--- config.mk ---
export PLATFORM = sky130hd
export DESIGN_NAME = imm_gen_stage
export DESIGN_NICKNAME = d
export VERILOG_FILES = /design/src/rtl/imm_gen_stage.sv
export SDC_FILE = /design/constraint.sdc
export NUM_CORES = 1
export LEC_CHECK = 0
export CAP_MARGIN = 25
export CORE_ASPECT_RATIO = 1.25
export CORE_MARGIN = 2
export CORE_UTILIZATION = 50
export CTS_BUF_LIST = sky130_fd_sc_hd__clkbuf_2 sky130_fd_sc_hd__clkbuf_4 sky130_fd_sc_hd__clkbuf_8
export CTS_CLUSTER_DIAMETER = 40
export DETAILED_ROUTE_END_ITERATION = 7
export GPL_ROUTABILITY_DRIVEN = 0
export PLACE_DENSITY_LB_ADDON = 0.2
export REMOVE_ABC_BUFFERS = 1
export SYNTH_ARGS = -nofsm -noshare
export SYNTH_HDL_FRONTEND = slang
export SYNTH_SLANG_ARGS = --single-unit
--- constraint.sdc ---
create_clock -name clk -period 6.6 [get_ports clk]
set_input_delay 0.66 -clock clk [delete_from_list [all_inputs] [get_ports clk]]
set_output_delay 0.66 -clock clk [all_outputs]
set_load 0.01 [all_outputs]
--- src/rtl/imm_gen_stage.sv ---
// imm_gen_stage
//   Two-stage elastic immediate generator between fetch and decode/execute.
//   The format is decoded from the raw opcode (no imm_src from control). The
//   immediate is extended to XLEN and the PC-relative target (branch, JAL,
//   AUIPC) is precomputed in the second stage.
//
// Parameters
//   XLEN         datapath width, 32 or 64 (shamt is 5 bits at 32, 6 at 64)
// Ports
//   clk          rising-edge clock
//   reset        synchronous active-high reset; clears valids and all data
//   flush        drop every in-flight entry and any input accepted this cycle
//   in_valid     upstream offers in_instr/in_pc
//   in_ready     stage accepts this cycle (combinational from state, out_ready)
//   in_instr     raw 32-bit instruction
//   in_pc        PC of in_instr
//   out_valid    output entry valid
//   out_ready    downstream accepts
//   out_imm      extended immediate
//   out_fmt      000 I, 001 B, 010 S, 011 SHAMT, 100 U, 101 J, 110 ZIMM, 111 NONE
//   out_target   pc+imm for B, J and AUIPC, else 0 (wraps modulo 2^XLEN)
//   out_pc       PC carried through
//   out_illegal  unrecognised opcode (includes instr[1:0] != 2'b11)
module imm_gen_stage #(
  parameter int unsigned XLEN = 32
) (
  input  logic            clk,
  input  logic            reset,
  input  logic            flush,
  input  logic            in_valid,
  output logic            in_ready,
  input  logic [31:0]     in_instr,
  input  logic [XLEN-1:0] in_pc,
  output logic            out_valid,
  input  logic            out_ready,
  output logic [XLEN-1:0] out_imm,
  output logic [2:0]      out_fmt,
  output logic [XLEN-1:0] out_target,
  output logic [XLEN-1:0] out_pc,
  output logic            out_illegal
);

  typedef enum logic [2:0] {
    FMT_I     = 3'b000,
    FMT_B     = 3'b001,
    FMT_S     = 3'b010,
    FMT_SHAMT = 3'b011,
    FMT_U     = 3'b100,
    FMT_J     = 3'b101,
    FMT_ZIMM  = 3'b110,
    FMT_NONE  = 3'b111
  } fmt_e;

  localparam logic [6:0] OP_LOAD   = 7'b0000011;
  localparam logic [6:0] OP_IMM    = 7'b0010011;
  localparam logic [6:0] OP_AUIPC  = 7'b0010111;
  localparam logic [6:0] OP_STORE  = 7'b0100011;
  localparam logic [6:0] OP_REG    = 7'b0110011;
  localparam logic [6:0] OP_LUI    = 7'b0110111;
  localparam logic [6:0] OP_BRANCH = 7'b1100011;
  localparam logic [6:0] OP_JALR   = 7'b1100111;
  localparam logic [6:0] OP_JAL    = 7'b1101111;
  localparam logic [6:0] OP_SYSTEM = 7'b1110011;
  localparam logic [6:0] OP_FENCE  = 7'b0001111;

  localparam logic WIDE_SHAMT = (XLEN == 64);

  // ---------------------------------------------------------------------------
  // Decode (combinational, on the incoming instruction)
  // ---------------------------------------------------------------------------
  logic [6:0]      opcode;
  logic [2:0]      funct3;
  fmt_e            d_fmt;
  logic            d_illegal;
  logic            d_pcrel;
  logic [31:0]     imm32;
  logic [XLEN-1:0] imm_x;

  assign opcode = in_instr[6:0];
  assign funct3 = in_instr[14:12];

  always_comb begin
    d_fmt     = FMT_NONE;
    d_illegal = 1'b0;
    d_pcrel   = 1'b0;
    case (opcode)
      OP_LOAD, OP_JALR: d_fmt = FMT_I;
      OP_IMM:           d_fmt = (funct3 == 3'b001 || funct3 == 3'b101) ? FMT_SHAMT : FMT_I;
      OP_STORE:         d_fmt = FMT_S;
      OP_BRANCH: begin
        d_fmt   = FMT_B;
        d_pcrel = 1'b1;
      end
      OP_JAL: begin
        d_fmt   = FMT_J;
        d_pcrel = 1'b1;
      end
      OP_LUI:           d_fmt = FMT_U;
      OP_AUIPC: begin
        d_fmt   = FMT_U;
        d_pcrel = 1'b1;
      end
      OP_SYSTEM:        d_fmt = funct3[2] ? FMT_ZIMM : FMT_NONE;
      OP_REG, OP_FENCE: d_fmt = FMT_NONE;
      default: begin
        d_fmt     = FMT_NONE;
        d_illegal = 1'b1;
      end
    endcase
  end

  // Every format is first built as a 32-bit value. Zero-extended forms
  // (SHAMT, ZIMM) always have bit 31 clear, so a uniform sign extension of
  // bit 31 to XLEN is correct for all of them.
  always_comb begin
    imm32 = '0;
    case (d_fmt)
      FMT_I:     imm32 = {{20{in_instr[31]}}, in_instr[31:20]};
      FMT_S:     imm32 = {{20{in_instr[31]}}, in_instr[31:25], in_instr[11:7]};
      FMT_B:     imm32 = {{20{in_instr[31]}}, in_instr[7], in_instr[30:25],
                          in_instr[11:8], 1'b0};
      FMT_U:     imm32 = {in_instr[31:12], 12'b0};
      FMT_J:     imm32 = {{12{in_instr[31]}}, in_instr[19:12], in_instr[20],
                          in_instr[30:21], 1'b0};
      FMT_SHAMT: imm32 = {26'b0, WIDE_SHAMT & in_instr[25], in_instr[24:20]};
      FMT_ZIMM:  imm32 = {27'b0, in_instr[19:15]};
      default:   imm32 = '0;
    endcase
  end

  if (XLEN == 64) begin : g_x64
    assign imm_x = {{32{imm32[31]}}, imm32};
  end else begin : g_x32
    assign imm_x = imm32;
  end

  // ---------------------------------------------------------------------------
  // Elastic pipeline: S1 holds the decoded fields, S2 the output register
  // ---------------------------------------------------------------------------
  logic            s1_valid, s2_valid;
  logic [XLEN-1:0] s1_pc, s1_imm;
  fmt_e            s1_fmt;
  logic            s1_illegal, s1_pcrel;
  logic [XLEN-1:0] s2_pc, s2_imm, s2_target;
  fmt_e            s2_fmt;
  logic            s2_illegal;

  logic s2_advance;
  logic accept;

  // S1 moves into S2 under the same condition that lets S2 drain, so a
  // bubble in S2 is always filled regardless of out_ready.
  assign s2_advance = !s2_valid || out_ready;
  assign in_ready   = !s1_valid || s2_advance;
  assign accept     = in_valid && in_ready;

  always_ff @(posedge clk) begin
    if (reset) begin
      s1_valid   <= 1'b0;
      s1_pc      <= '0;
      s1_imm     <= '0;
      s1_fmt     <= FMT_I;
      s1_illegal <= 1'b0;
      s1_pcrel   <= 1'b0;
    end else if (flush) begin
      s1_valid <= 1'b0;
    end else if (in_ready) begin
      s1_valid <= in_valid;
      if (accept) begin
        s1_pc      <= in_pc;
        s1_imm     <= imm_x;
        s1_fmt     <= d_fmt;
        s1_illegal <= d_illegal;
        s1_pcrel   <= d_pcrel;
      end
    end
  end

  always_ff @(posedge clk) begin
    if (reset) begin
      s2_valid   <= 1'b0;
      s2_pc      <= '0;
      s2_imm     <= '0;
      s2_fmt     <= FMT_I;
      s2_illegal <= 1'b0;
      s2_target  <= '0;
    end else if (flush) begin
      s2_valid <= 1'b0;
    end else if (s2_advance) begin
      s2_valid <= s1_valid;
      if (s1_valid) begin
        s2_pc      <= s1_pc;
        s2_imm     <= s1_imm;
        s2_fmt     <= s1_fmt;
        s2_illegal <= s1_illegal;
        s2_target  <= s1_pcrel ? (s1_pc + s1_imm) : '0;
      end
    end
  end

  assign out_valid   = s2_valid;
  assign out_pc      = s2_pc;
  assign out_imm     = s2_imm;
  assign out_fmt     = s2_fmt;
  assign out_illegal = s2_illegal;
  assign out_target  = s2_target;

endmodule

Word-level counts from Yosys, hierarchy flattened
Index checks and enable logic that the tools add are counted.
{ "op_classes": {"n_reduce_logical": 14, "n_addsub": 1, "n_eq_ne": 19, "bitwise": 1, "muxes": 7} }
{ "ops": {"columns": ["cell", "n"], "rows": [
  ["$pmux W32 S7", 1],
  ["$add A32 B32 Y32", 1],
  ["$mux W32", 1],
  ["$eq A7 B7 Y1 const B", 4],
  ["$eq A7 B6 Y1 const B", 3],
  ["$pmux W3 S7", 1],
  ["$eq A7 B5 Y1 const B", 2],
  ["$eq A3 B3 Y1 const B", 4],
  ["$reduce_or A11 Y1", 1],
  ["$eq A7 B2 Y1 const B", 1],
  ["$eq A7 B4 Y1 const B", 1],
  ["$eq A3 B1 Y1 const B", 2],
  ["$eq A3 B2 Y1 const B", 2],
  ["$reduce_and A3 Y1", 2],
  ["$reduce_or A2 Y1", 3],
  ["$logic_not A3 Y1", 1],
  ["$logic_or A1 B1 Y1", 3],
  ["$mux W1", 3],
  ["$reduce_or A3 Y1", 1],
  ["$logic_not A1 Y1", 2],
  ["$mux W2", 1],
  ["$logic_and A1 B1 Y1", 1],
  ["$not A1 Y1", 1]
]} }
{ "totals": {"elab_cells": 54, "register_bits": 171, "output_inout_bits": 102, "input_bits": 69} }

Longest topological paths before layout
Gate-level depths: netlist of run 1.
{ "logic_depth": {"word_depth": 6, "depth_mapped": 10, "depth_no_buf": 10} }

Least setup slack after synthesis of run 1
OpenSTA, ideal clock, no wires.
{ "synth_timing": {"kind": "register to register", "start": "register s1_pc[0]", "end": "register s2_target[28] (netlist: out_target[28])", "setup_slack_ns": 4.030, "t_arrival_ns": 2.452, "path_stages_with_launch": 11, "n_path_buf": 0, "required_time_ns": 6.483, "period_less_slack_ns": 2.570, "path_cell_list": "dfxtp_1 > ha_1 > fa_1 > a211oi_1 > nor2_1 > o211ai_2 > a21oi_2 > o211ai_2 > a211oi_2 > or3_1 > a32o_1"} }
{ "synth_via": {"elab_chain_cells": 2} }
{ "synth_rtl": {"columns": ["item", "line", "rtl"], "rows": [
  ["from (decl)", "141", "logic [XLEN-1:0] s1_pc, s1_imm;"],
  ["from (signal assigned)", "170", "s1_pc <= in_pc;"],
  ["$add A32 B32 Y32", "196", "s2_target <= s1_pcrel ? (s1_pc + s1_imm) : '0;"],
  ["$mux W32", "196", null],
  ["to (signal assigned)", "196", null],
  ["to (decl)", "144", "logic [XLEN-1:0] s2_pc, s2_imm, s2_target;"]
]} }
No other way between the ends.
A chain may end at the register's enable or synchronous reset.

Final worst setup path of run 1
Ends and elaborated chain as after synthesis.

==> results by group, run 1 <==
Place
  – Number of I/O port buffers: 170
  – Dpl cells: about 1,300
  – Dpl hpwl: approximately 15,000 um

Floorplan
  – Die H: 144.8 um
  – Chip Width: 116.6 um
  – Core area: 15,570 sq um
  – Row count: 51
  – # IOs: between 150 and 200
  – Initial Utilization: 50.90%
  – Die Area: 16,880 sq um

Logic synthesis
  – Post-synth ARST share: 0%
  – Seq cells post-synth: 171
  – Number of flops mapped to enable cells by yosys: 0
  – Yosys warnings: 0
  – Netlist Area Pre-Place: 7925 sq um
  – Syn avg cell area: just under 8 sq um
  – Synth Instances: 1,000
  – Seq/Total Area, Yosys: 43.20%
  – Dominant synthesized flop cell: dfxtp_1
  – Synth unique cells: 67

Job
  – Max-cap viol count: 0

Worst setup path
  – Largest stage delay, worst path: about 0.45 ns
  – Critical-path cell list: ha_1 -> fa_1 -> a211oi_1 -> nor2_1 -> o211ai_2 -> a21oi_2 -> o211ai_2 -> a211oi_2 -> or3_1 -> a32o_1
  – Crit path max fanout: 4
  – Critical path type: reg2reg
  – Critical Path Slowest Stage Cell: fa_1
  – Critical Path AT: between 3 and 4 ns
  – Kind of cell adding the most delay to the critical path: compound AO/OA/AOI/OAI gates
  – CP Capture Type: register
  – Startpoint Class: register
  – Cell mode on critical path: o211ai_2
  – Required @ worst endpoint: roughly 7 ns
  – WP buf/inv: 0

Power and ir drop
  – Net Sw Frac: around a quarter
  – Internal: 1447 uW
  – Sw power: 472.5 uW
  – Pleak: 0.003674 uW
  – Worst VDD drop: 0.0001078 V
  – Power, Total: about 1900 uW
  – Seq pwr share: 55.0%
  – Gate power share: 8.5%
  – Pwr Density: about 190 nW/um^2
  – Power share of the clock group: between 30 and 40%

Cells and area
  – Share of layout cells above drive strength 1: 5.488%
  – Final #Nets: 1,237
  – Area occupied by multi-input gates: 4245 sq um
  – Area grow syn2layout: 27.83%
  – Final cell count without fillers: 1,360
  – Number of diodes: 0
  – Util after Layout: about two thirds
  – Register area: around 3400 sq um
  – Fill cells: 1,437

STA
  – Final min period: 3.001 ns
  – Peak Freq: 333.2 MHz
  – Worst-Margin Slew: 0.8629 ns
  – Unrepaired setup endpoints after global routing: false
  – Slew Limit Headroom: 42.36%
  – Final setup vio count: 0
  – Clock skew: 0.01520 ns
  – Setup TNS: 0 ns
  – Final period util: around 45%
  – Final Max Tran Viols: 0
  – Fin. Hold Viols: 0

Global route
  – Via count of the first global-routing pass: 6,753
  – Global-route wire length before repair: 33,460 um
  – GRT overflow: 0
  – Total GRT Usage: 25.28%
  – Initial antenna violation count: 0
  – Largest net degree at the start of global routing: approximately 100

Route
  – ANT nets after route: 0
  – Via count: 7,490
  – Drt wl/cell: 15.68 um
  – Drt first-iter violations: 579
  – TritonRoute pass-1 iters: 5
  – DRC Markers: 0
  – Vias per Instance: 5.507
  – Final wirelength: 21,330 um

CTS
  – # clock sinks: 171
  – CTS Root Cell: clkbuf_8
  – CTS tree: built
  – H-tree depth: 4
  – Number of buffers created by CTS: 17
  – Clock transition at path regs: roughly 0.090 ns
  – Clock latency on the worst-skew pair: 0.47 ns
  – Bufs on Longest Clock Path: 2
  – Post-CTS Hold Buffers: 0
  – Post-CTS setup repair buffer count: 0
  – Post-cts sizing count: 0

Min path
  – Worst Hold Class: reg2reg

Outcome
  – Outcome: completed
[cells by family (layout without fill, tap and decap cells)]
group / count (synthesis) / after routing / share of synthesized area, %
and+or+nand+nor: 391 / 391 / 20.95
AOI/OAI and AO/OA: 308 / 308 / 24.12
DFF: 171 / 171 / 43.20
buffers and inverters: 69 / 217 / 3.331
adders and majority gates: 32 / 32 / 5.147
xor gates and xnor gates: 26 / 26 / 2.873
muxes: 3 / 3 / 0.3789
[layout make-up]
| class | instances | area share (%) |
|---|---|---|
| multi-input cells | 760 | 41.90 |
| inverters | 8 | 0.2964 |
| clock inverters | 10 | 0.9139 |
| well taps | 212 | 2.618 |
| flip-flops and latches | 171 | 33.79 |
| clock buffers | 21 | 2.791 |
| repair buffers | 178 | 17.69 |
[synthesized netlist by cell type, drive strengths merged, types with 7 or more instances]
master / n / share of area [%]
a211oi: 12 / 1.3
nor2: 58 / 2.8
a21o: 16 / 1.5
and2: 7 / 0.55
nand3: 11 / 0.76
a22oi: 18 / 1.7
a2bb2oi: 12 / 1.3
xor2: 11 / 1.2
o21ai: 43 / 2.8
inv: 8 / 0.38
nor2b: 7 / 0.55
clkbuf: 57 / 2.7
xnor2: 15 / 1.7
dfxtp: 171 / 43
a21oi: 160 / 10
nand2: 266 / 13
nor3: 13 / 0.96
o211ai: 7 / 0.79
ha: 31 / 4.9
[path summary, 6_finish.rpt]
kind	to	depth (start not counted)	from	slack, ns
max	out_target[28]	10	s1_pc[0]	3.60
min	out_target[19]	2	out_target[19]	0.45
max reg2reg	out_target[28]	10	s1_pc[0]	3.60
min reg2reg	out_target[19]	2	out_target[19]	0.45
[worst min-delay path, delay by kind of cell, from the launching register on]
family / cells / cell delay, ns
simple gates: 1 / 0.05
flops: 1 / 0.31
compound gates: 1 / 0.05
[per-stage QoR]
stage	hold slack (ns)	worst slack, ns	cell area (sq um)
after floorplan	0.4262	-0.06600	7691
after global placement	0.4360	3.385	9701
after detailed placement	0.4382	3.300	9701
after CTS	0.4491	3.595	10080
after global routing	0.4714	3.387	10130
final	0.4489	3.599	10130
[registers in the layout (all words and copies together), names as in the netlist, 3 cells and up]
register / count
out_imm: 32
out_pc: 32
out_target: 32
s1_imm: 32
s1_pc: 32
out_fmt: 3
s1_fmt: 3
[layout by cell type (no fill, tap or decap), types with 3 or more instances in the layout]
| cell type | n |
|---|---|
| nand4_1 | 4 |
| o211ai_1 | 5 |
| and3b_1 | 3 |
| o21ai_0 | 29 |
| a21oi_2 | 4 |
| a21oi_1 | 156 |
| a22oi_1 | 18 |
| ha_1 | 31 |
| or3_1 | 3 |
| a2bb2oi_1 | 12 |
| xnor2_1 | 15 |
| clkbuf_8 | 20 |
| inv_1 | 8 |
| clkinv_2 | 4 |
| clkdlybuf4s50_1 | 169 |
| nand2b_1 | 4 |
| nor2b_1 | 7 |
| nor3_1 | 12 |
| o21bai_1 | 4 |
| mux2i_1 | 3 |
| o21ai_1 | 12 |
| and3_1 | 3 |
| buf_4 | 7 |
| a222oi_1 | 4 |
| nor2_1 | 57 |
| dfxtp_1 | 171 |
| and2_1 | 7 |
| nand2_1 | 265 |
| a31oi_1 | 4 |
| o21a_1 | 4 |
| a21boi_0 | 3 |
| xor2_1 | 11 |
| a21o_1 | 16 |
| clkinv_4 | 3 |
| a211oi_1 | 10 |
| nand3_1 | 10 |
[routing by layer]
layer	vias up	track usage (%)	share of wire [%]	wire (um)
li1	3750	-	-	-
met1	3483	32.87	45	9498
met2	218	41.86	48	10290
met3	39	4.082	4.6	977
met4	0	10.22	2.6	559
met5	-	0	0	0
[power by group through the flow]
stage	Clock [uW]	Combinational, uW	Sequential, uW
2_1_floorplan	0	69.4	1080
4_1_cts	715	160	1060
5_1_grt	750	178	1060
3_5_place_dp	0	159	1080
3_3_place_gp	0	158	1080
6_report	699	164	1060
No activity file was read; power rests on OpenSTA's default activity.
==> inputs of run 2 (changes only) <==
clock period = 2.8 ns   (was 6.6 ns; I/O delays follow)
==> results by group, run 2 (same netlist as run 1, synthesis figures left out) <==
CTS
  – Bufs on Longest Clock Path: 2 (unchanged)
  – H-tree depth: 4 (unchanged)
  – CTS tree: built (unchanged)
  – Clock transition at path regs: 0.09 ns (about the same)
  – Number of buffers created by CTS: 17 (unchanged)
  – # clock sinks: 171 (unchanged)
  – CTS Root Cell: clkbuf_8 (unchanged)
  – Clock latency on the worst-skew pair: 0.46 ns (was 0.47 ns)

Min path
  – Worst Hold Class: in2reg (was reg2reg)
  – Hold path start: reset (was out_target[19])
  – Hold Path Depth: 2 (unchanged)

Cells and area
  – Area occupied by multi-input gates: 4255 sq um (was 4245 sq um)
  – Final cell count without fillers: 1,376 (was 1,360)
  – Leading cell type in the layout, fill and taps excluded: nand2_1 (unchanged)
  – Register area: 3423 sq um (unchanged)
  – Number of diodes: 0 (unchanged)
  – Area grow syn2layout: 30.01% (was 27.83%)
  – Commonest cells after routing, fill and taps aside: nand2_1 (265), dfxtp_1 (171), clkdlybuf4s50_1 (169), a21oi_1 (156), nor2_1 (57) (unchanged)
  – Final #Nets: 1,254 (was 1,237)
  – Share of layout cells above drive strength 1: 6.873% (was 5.488%)
  – Fill cells: 1,386 (was 1,437)

Worst setup path
  – Worst reg2reg path depth: 10 (unchanged)
  – Critical Path AT: 3.00 ns (was 3.36 ns)
  – CP Capture Type: register (unchanged)
  – Startpoint Class: register (unchanged)
  – Launch point of the worst path: s1_pc[0] (unchanged)
  – Required @ worst endpoint: 3.15 ns (was 6.96 ns)
  – Critical path type: reg2reg (unchanged)
  – Crit path max fanout: 4 (unchanged)
  – R2r startpoint: s1_pc[0] (unchanged)

Route
  – Drt wl/cell: 16.11 um (was 15.68 um)
  – Vias per Instance: 5.526 (was 5.507)
  – Drt first-iter violations: 492 (was 579)
  – Final wirelength: 22,170 um (was 21,330 um)
  – DRC Markers: 0 (unchanged)
  – ANT nets after route: 0 (unchanged)
  – TritonRoute pass-1 iters: 7 (was 5)
  – Via count: 7,604 (was 7,490)

Power and ir drop
  – Pwr Density: 456.6 nW/um^2 (was 189.5 nW/um^2)
  – Power, Total: 4705 uW (was 1920 uW)
  – Worst VDD drop: 0.0002736 V (was 0.0001078 V)
  – Pleak: 0.003766 uW (was 0.003674 uW)

Floorplan
  – Core area: 15,570 sq um (unchanged)
  – Die H: 144.8 um (unchanged)
  – Chip Width: 116.6 um (unchanged)
  – # IOs: 171 (unchanged)
  – Initial Utilization: 50.90% (unchanged)
  – Die Area: 16,880 sq um (unchanged)
  – Row count: 51 (unchanged)

STA
  – Peak Freq: 377.7 MHz (was 333.2 MHz)
  – Fin. Hold Viols: 0 (unchanged)
  – Setup TNS: 0 ns (unchanged)
  – Slew Limit Headroom: 43.31% (was 42.36%)
  – Min setup slack post-route: 0.1522 ns (was 3.599 ns)
  – Unrepaired setup endpoints after global routing: false (unchanged)
  – Final period util: 94.56% (was 45.47%)
  – Clock skew: 0.01773 ns (was 0.01520 ns)
  – Final min period: 2.648 ns (was 3.001 ns)
  – Final setup vio count: 0 (unchanged)
  – WHS: 0.2660 ns (was 0.4489 ns)
  – Final Max Tran Viols: 0 (unchanged)
  – Worst-Margin Slew: 0.8486 ns (was 0.8629 ns)

Global route
  – Total GRT Usage: 26.10% (was 25.28%)
  – Largest net degree at the start of global routing: 83 (was 101)
  – GRT overflow: 0 (unchanged)
  – Global-route wire length before repair: 34,760 um (was 33,460 um)
  – Initial antenna violation count: 0 (unchanged)
  – Via count of the first global-routing pass: 6,996 (was 6,753)

Job
  – Max-cap viol count: 0 (unchanged)

Place
  – Dpl hpwl: 16,320 um (was 15,270 um)
  – Number of I/O port buffers: 170 (unchanged)
  – Dpl ws: 0.08822 ns (was 3.300 ns)
  – Dpl cells: 1,346 (was 1,326)

Outcome
  – Outcome: completed (unchanged)
run 2: changes by cell type in the layout (fill, tap and decap cells not counted), moves of 2 or more:
cell,before,now
clkinv_2,4,2
bufinv_16,1,3
clkbuf_8,20,18
buf_4,7,23
buf_12,1,3
run 2: repair_timing:
| item | 4_1_cts | 5_1_grt |
|---|---|---|
| hold buffers | 0 | 0 |
| setup buffers | 0 | 0 |
| gates resized for setup | 0 | 2 |
| endpoints found under the setup margin | 0 | 2 |
| endpoints found under the hold margin | 0 | 0 |
run 2: critical path, cell delays in order (launching register included):
cell	delay, ns
dfxtp_1	0.34
ha_1	0.24
fa_2	0.38
a211oi_1	0.21
nor2_1	0.10
o211ai_2	0.21
a21oi_2	0.11
o211ai_2	0.24
a211oi_4	0.11
or3_1	0.36
a32o_1	0.24
run 2: metrics by stage:
stage	cell area, sq um	utilization (%)
floorplan	7691	-
global placement	9888	63.51
CTS	10290	66.11
global route	10300	66.18
finish	10300	66.18
detailed placement	9888	63.51
run 2: path summary, 6_finish.rpt:
kind / slack, ns / to
hold reg to reg: 0.45 / out_imm[28]
setup reg to reg: 0.15 / out_target[28]
hold / removal: 0.27 / s1_pc[0]
setup / recovery: 0.15 / out_target[28]
run 2: where the power goes:
group	switching (uW)	internal [uW]
Clock	894	920
Combinational	219	181
Sequential	29.2	2460
Total	1140	3560
run 2: cell type report:
| type | instances | share of cell area (%) |
|---|---|---|
| inverters | 8 | 0.2914 |
| clock buffers | 20 | 2.550 |
| repair buffers | 195 | 18.68 |
| well taps | 212 | 2.574 |
| multi-input cells | 760 | 41.30 |
| clock inverters | 10 | 1.384 |
| flip-flops and latches | 171 | 33.22 |
run 2: layer usage:
metal,vias to the layer above,routed length [um],GRT usage (%)
met2,253,11060,45.38
li1,3782,-,-
met1,3529,9426,32.92
met4,0,557,9.474
met3,40,1125,3.582
met5,-,0,0
